### src/rtl/aes_pkg.sv
// Shared AES GF(2^8) arithmetic: field ops, affine maps, forward/inverse S-box, rcon.
package aes_pkg;

  localparam int unsigned NUM_ROUNDS = 10;

  localparam logic [7:0] RCON [10] = '{
    8'h01, 8'h02, 8'h04, 8'h08, 8'h10, 8'h20, 8'h40, 8'h80, 8'h1b, 8'h36
  };

  function automatic logic [7:0] xtime(input logic [7:0] a);
    return {a[6:0], 1'b0} ^ (a[7] ? 8'h1b : 8'h00);
  endfunction

  function automatic logic [7:0] gf_mul(input logic [7:0] a, input logic [7:0] b);
    logic [7:0] p;
    logic [7:0] aa;
    p  = 8'h00;
    aa = a;
    for (int i = 0; i < 8; i++) begin
      if (b[i]) p = p ^ aa;
      aa = xtime(aa);
    end
    return p;
  endfunction

  // a^254 == a^-1 for a != 0, and naturally yields 0 for a == 0.
  function automatic logic [7:0] gf_inv(input logic [7:0] a);
    logic [7:0] sq;
    logic [7:0] r;
    sq = a;
    r  = 8'h01;
    for (int i = 1; i < 8; i++) begin
      sq = gf_mul(sq, sq);
      r  = gf_mul(r, sq);
    end
    return r;
  endfunction

  function automatic logic [7:0] rotl8(input logic [7:0] x, input int unsigned n);
    logic [15:0] d;
    d = {x, x} << n;
    return d[15:8];
  endfunction

  function automatic logic [7:0] affine(input logic [7:0] x);
    return x ^ rotl8(x, 1) ^ rotl8(x, 2) ^ rotl8(x, 3) ^ rotl8(x, 4) ^ 8'h63;
  endfunction

  function automatic logic [7:0] inv_affine(input logic [7:0] y);
    return rotl8(y, 1) ^ rotl8(y, 3) ^ rotl8(y, 6) ^ 8'h05;
  endfunction

  function automatic logic [7:0] sbox(input logic [7:0] x);
    return affine(gf_inv(x));
  endfunction

  function automatic logic [7:0] inv_sbox(input logic [7:0] y);
    return gf_inv(inv_affine(y));
  endfunction

endpackage

### src/rtl/aes_inv_sbox.sv
// Combinational AES inverse S-box; one instance per byte lane of InvSubBytes.
module aes_inv_sbox
  import aes_pkg::*;
(
  input  logic [7:0] a,
  output logic [7:0] b
);

  assign b = inv_sbox(a);

endmodule

### src/rtl/aes_key_expand_inv_sbox.sv
// AES-128 key expander (one round key per clock after kld) plus a standalone
// combinational inverse S-box lookup for the decryptor datapath.
module aes_key_expand_inv_sbox
  import aes_pkg::*;
(
  input  logic         clk,
  input  logic         rst,
  input  logic         kld,
  input  logic [127:0] key,
  output logic [31:0]  wo_0,
  output logic [31:0]  wo_1,
  output logic [31:0]  wo_2,
  output logic [31:0]  wo_3,
  input  logic [7:0]   sbox_in,
  output logic [7:0]   sbox_out
);

  logic [31:0] w0_q, w1_q, w2_q, w3_q;
  logic [31:0] w0_d, w1_d, w2_d, w3_d;
  logic [3:0]  rnd_q, rnd_d;
  logic [31:0] rot_w;
  logic [31:0] t_w;

  assign rot_w = {w3_q[23:0], w3_q[31:24]};
  assign t_w   = {sbox(rot_w[31:24]) ^ RCON[rnd_q],
                  sbox(rot_w[23:16]),
                  sbox(rot_w[15:8]),
                  sbox(rot_w[7:0])};

  always_comb begin
    w0_d  = w0_q;
    w1_d  = w1_q;
    w2_d  = w2_q;
    w3_d  = w3_q;
    rnd_d = rnd_q;
    if (kld) begin
      {w0_d, w1_d, w2_d, w3_d} = key;
      rnd_d = 4'd0;
    end else if (rnd_q < 4'(NUM_ROUNDS)) begin
      // Each word chains off the freshly computed previous word.
      w0_d  = w0_q ^ t_w;
      w1_d  = w0_d ^ w1_q;
      w2_d  = w1_d ^ w2_q;
      w3_d  = w2_d ^ w3_q;
      rnd_d = rnd_q + 4'd1;
    end
  end

  // Reset parks the expander in the idle (round 10) hold state.
  always_ff @(posedge clk or negedge rst) begin
    if (!rst) begin
      w0_q  <= '0;
      w1_q  <= '0;
      w2_q  <= '0;
      w3_q  <= '0;
      rnd_q <= 4'(NUM_ROUNDS);
    end else begin
      w0_q  <= w0_d;
      w1_q  <= w1_d;
      w2_q  <= w2_d;
      w3_q  <= w3_d;
      rnd_q <= rnd_d;
    end
  end

  assign wo_0 = w0_q;
  assign wo_1 = w1_q;
  assign wo_2 = w2_q;
  assign wo_3 = w3_q;

  aes_inv_sbox u_inv_sbox (
    .a (sbox_in),
    .b (sbox_out)
  );

endmodule

### config.mk
export PLATFORM = sky130hd
export DESIGN_NAME = aes_key_expand_inv_sbox
export DESIGN_NICKNAME = d
export VERILOG_FILES = /design/src/rtl/aes_pkg.sv /design/src/rtl/aes_inv_sbox.sv /design/src/rtl/aes_key_expand_inv_sbox.sv
export SDC_FILE = /design/constraint.sdc
export NUM_CORES = 2
export LEC_CHECK = 0
export CAP_MARGIN = 20
export CORE_UTILIZATION = 50
export CTS_BUF_LIST = sky130_fd_sc_hd__clkbuf_8
export CTS_CLUSTER_DIAMETER = 30
export DETAILED_ROUTE_END_ITERATION = 10
export PLACE_DENSITY_LB_ADDON = 0.05
export SETUP_SLACK_MARGIN = 0.2
export SYNTH_ARGS = -nofsm -noshare
export SYNTH_HDL_FRONTEND = slang
export SYNTH_SLANG_ARGS = --single-unit
### constraint.sdc
create_clock -name clk -period 18.95 [get_ports clk]
set_clock_uncertainty 0.15 [all_clocks]
set_input_delay 2.8425 -clock clk [delete_from_list [all_inputs] [get_ports clk]]
set_output_delay 2.8425 -clock clk [all_outputs]
set_load 0.1 [all_outputs]
==> flow_summary.toml <==
[synthesis]
synth_fa_ha_area_share_pct = 0.617
synth_xor_area_share_pct = 50.2
ys.flop_type = "dfrtp_1"
yosys.cell_types.count = 118
synth_area_per_cell_um2 = 7.62
synth-compound-area-share_pct = 16.3
netlist_instances = 9793
ys_ff_latch = 132
synth_edf_count = 0
ys_warn_count = 0
syn_area_um2 = 74600
async_flop_share_pct = 100
synth_top_family_by_area = "XOR/XNOR gates"
synth.area.mux_share_pct = 4.63
syn-num-nets = 9964
yosysSeqAreaShare_pct = 4.43
synth-simple-area-share_pct = 19.8

[global_route]
grt_pass1_wl_mm = 391
grt_max_degree = 84
overflow = 0
grt_use_total_pct = 32.0
antenna_found_initial = 8
grt_pass1_vias = 67100

[sta]
hold_viol = 0
fin_crit_sh_pct = 96.8
worst_pin_slew_ps = 1180
max_clock_freq_mhz = 54.5
period_minus_slack_ps = 18340
finalSetupViolCount = 0
rsz0062_at_grt = "yes"
maxSlewViolCount = 0
slew_headroom_pct = 20.6

[route]
drtIter0Drc = 6747
drcViolationCount = 0
wirelength_mm = 250
vias = 72000
routedWlPerCell_um = 20.7
detail-route-antenna-nets = 0
drtPass1Iterations = 7
vias_per_cell = 5.95

[cts]
htree_num_levels = 4
clk_latency_ps = 680
clk_path_buf_depth = 2
cts_buffers = 17
cts.clk_slew.worst_paths_ps = 90
cts_hold_buf = 0
cts_sinks = 132
cts_tree = "done"
root_buffer = "clkbuf_8"

[critical_path]
required_ps = 15960
timing_worst_setup_path_type = "input port to output port"
cp_common_cell = "xnor2_2"
cp_max_fo = 7
cp-end-kind = "output port"
cp.arrival_ps = 15350
cp_slowest_cell = "or4_4"
cp-start-kind = "input port"
cpPeakStageDelay_ps = 540

[placement]
dpl.hpwl_mm = 189
port_buffers = 274
routabilityCongestion = 0.948
place_area_um2 = 82700

[final_layout]
final_cell_mix = "xnor2_1, nor2_1, nand2_1, buf_4, a21oi_1"
area_growth_pct = 13.6
final_common_cell = "xnor2_1"
nFillCells = 13800
regArea_um2 = 3310
drive_above_1_share_pct = 12.7
fin_nets = 10300
multiInputGateArea_um2 = 70100
final_cell_area_um2 = 84800

[floorplanning]
start_util_pct = 50.4
die_h_um = 388
rows = 141
die_area_um2 = 151000
pin_count = 275
design.core.area_um2 = 148000
die_x_um = 388

[job]
maxCapViolations = 0

[worst_hold_path]
hold_class = "register to register"

[status]
status = "completed"
-- final cells by class --
cell class,instances,area share (%)
antenna,3,0.00885
timing repair buffer,949,9.50
tap,1930,2.85
multi-input combinational,8939,82.7
clock buffer,17,0.276
sequential,132,3.90
clock inverter,15,0.285
inverter,106,0.477
-- routing by layer --
metal  wire, um  vias up  track usage, %
li1           -    34300               -
met1     115000    34700            46.5
met2     112000     2724            50.5
met3      19200      255            4.57
met4       3820        8            5.49
met5         63        -               0
-- logic make-up (layout without fill, tap and decap cells) --
group | after synthesis | in the layout
AOI/OAI and AO/OA | 1903 | 1903
buffers and inverters | 722 | 1087
DFF | 132 | 132
adders and majority gates | 38 | 38
other | 0 | 3
xor gates and xnor gates | 3237 | 3237
muxes | 328 | 328
and+or+nand+nor | 3433 | 3433
-- final timing paths --
check / startpoint / to / slack [ps] / cells past startpoint
worst max-delay path: sbox_in[6] / sbox_out[4] / 610 / 53
worst min-delay path: rnd_q[1] / rnd_q[1] / 410 / 2
worst max register to register: wo_3[16] / wo_1[25] / 980 / 56
worst min register to register: rnd_q[1] / rnd_q[1] / 410 / 2
max in group asynchronous: rst / wo_1[8] / 15100 / 2
min in group asynchronous: rst / wo_1[21] / 2120 / 1
-- Yosys cell counts, types with 22 or more instances --
cell / instances / area (um2)
nor3_1: 257 / 1290
a21o_1: 40 / 300
nor2b_1: 67 / 419
xnor2_2: 76 / 1240
buf_4: 27 / 203
nand2_1: 1093 / 4100
ha_1: 32 / 400
a22oi_1: 63 / 473
nand3_1: 211 / 1060
and2_1: 61 / 382
or2_2: 25 / 156
nand4_1: 28 / 175
o22ai_1: 115 / 719
mux2i_1: 218 / 2180
o21a_1: 42 / 315
a21oi_1: 506 / 2530
buf_2: 140 / 701
buf_1: 47 / 176
xnor3_2: 26 / 618
a31oi_1: 79 / 494
o221ai_1: 24 / 210
a211oi_1: 90 / 676
nand2b_1: 76 / 475
o21ai_0: 473 / 2370
xor2_1: 532 / 4660
or3_1: 44 / 275
xnor2_1: 2012 / 17600
and3_1: 37 / 231
nor4_1: 30 / 188
xnor3_1: 466 / 10500
nor2_1: 1416 / 5320
o21ai_1: 25 / 125
a221oi_1: 31 / 272
a211o_1: 26 / 228
o31ai_1: 22 / 165
o211ai_1: 88 / 661
dfrtp_1: 130 / 3250
xor3_1: 79 / 1880
inv_1: 76 / 285
a32oi_1: 35 / 307
clkbuf_1: 396 / 1490
mux2_2: 107 / 1200
xor2_2: 29 / 472
-- stage by stage --
step	TNS (ps)	worst slack (ps)	hold slack, ps	utilization (%)	instances
after global routing	0	83.5	433	57.3	12100
after CTS	0	193	410	56.4	12000
after detailed placement	-2580	-421	396	55.8	12000
final	0	612	410	57.3	12100
after floorplan	0	204	334	-	9793
after global placement	-1520	-307	384	55.8	12000
-- sequential cells by signal, summed over array words and instances, names as in the netlist --
signal	cells
rnd_q	4
wo_1	32
wo_2	32
wo_0	32
wo_3	32
-- critical path, delay by kind of cell --
| kind | cells | cell delay [ps] |
|---|---|---|
| and+or+nand+nor | 10 | 2020 |
| xor gates and xnor gates | 27 | 6890 |
| muxes | 1 | 180 |
| adders and majority gates | 1 | 340 |
| buffers and inverters | 7 | 1440 |
| AOI/OAI and AO/OA | 7 | 1590 |
-- timing repair --
item,4_1_cts,5_1_grt
pin swaps,18,108
hold endpoints to repair,0,0
setup endpoints to repair,8,37
setup buffers,21,52
gates cloned,0,1
resized for setup,27,135
Power is left out: the tool's default activity adds up to more than one toggle a clock period on the data nets, which glitch-free logic cannot reach.
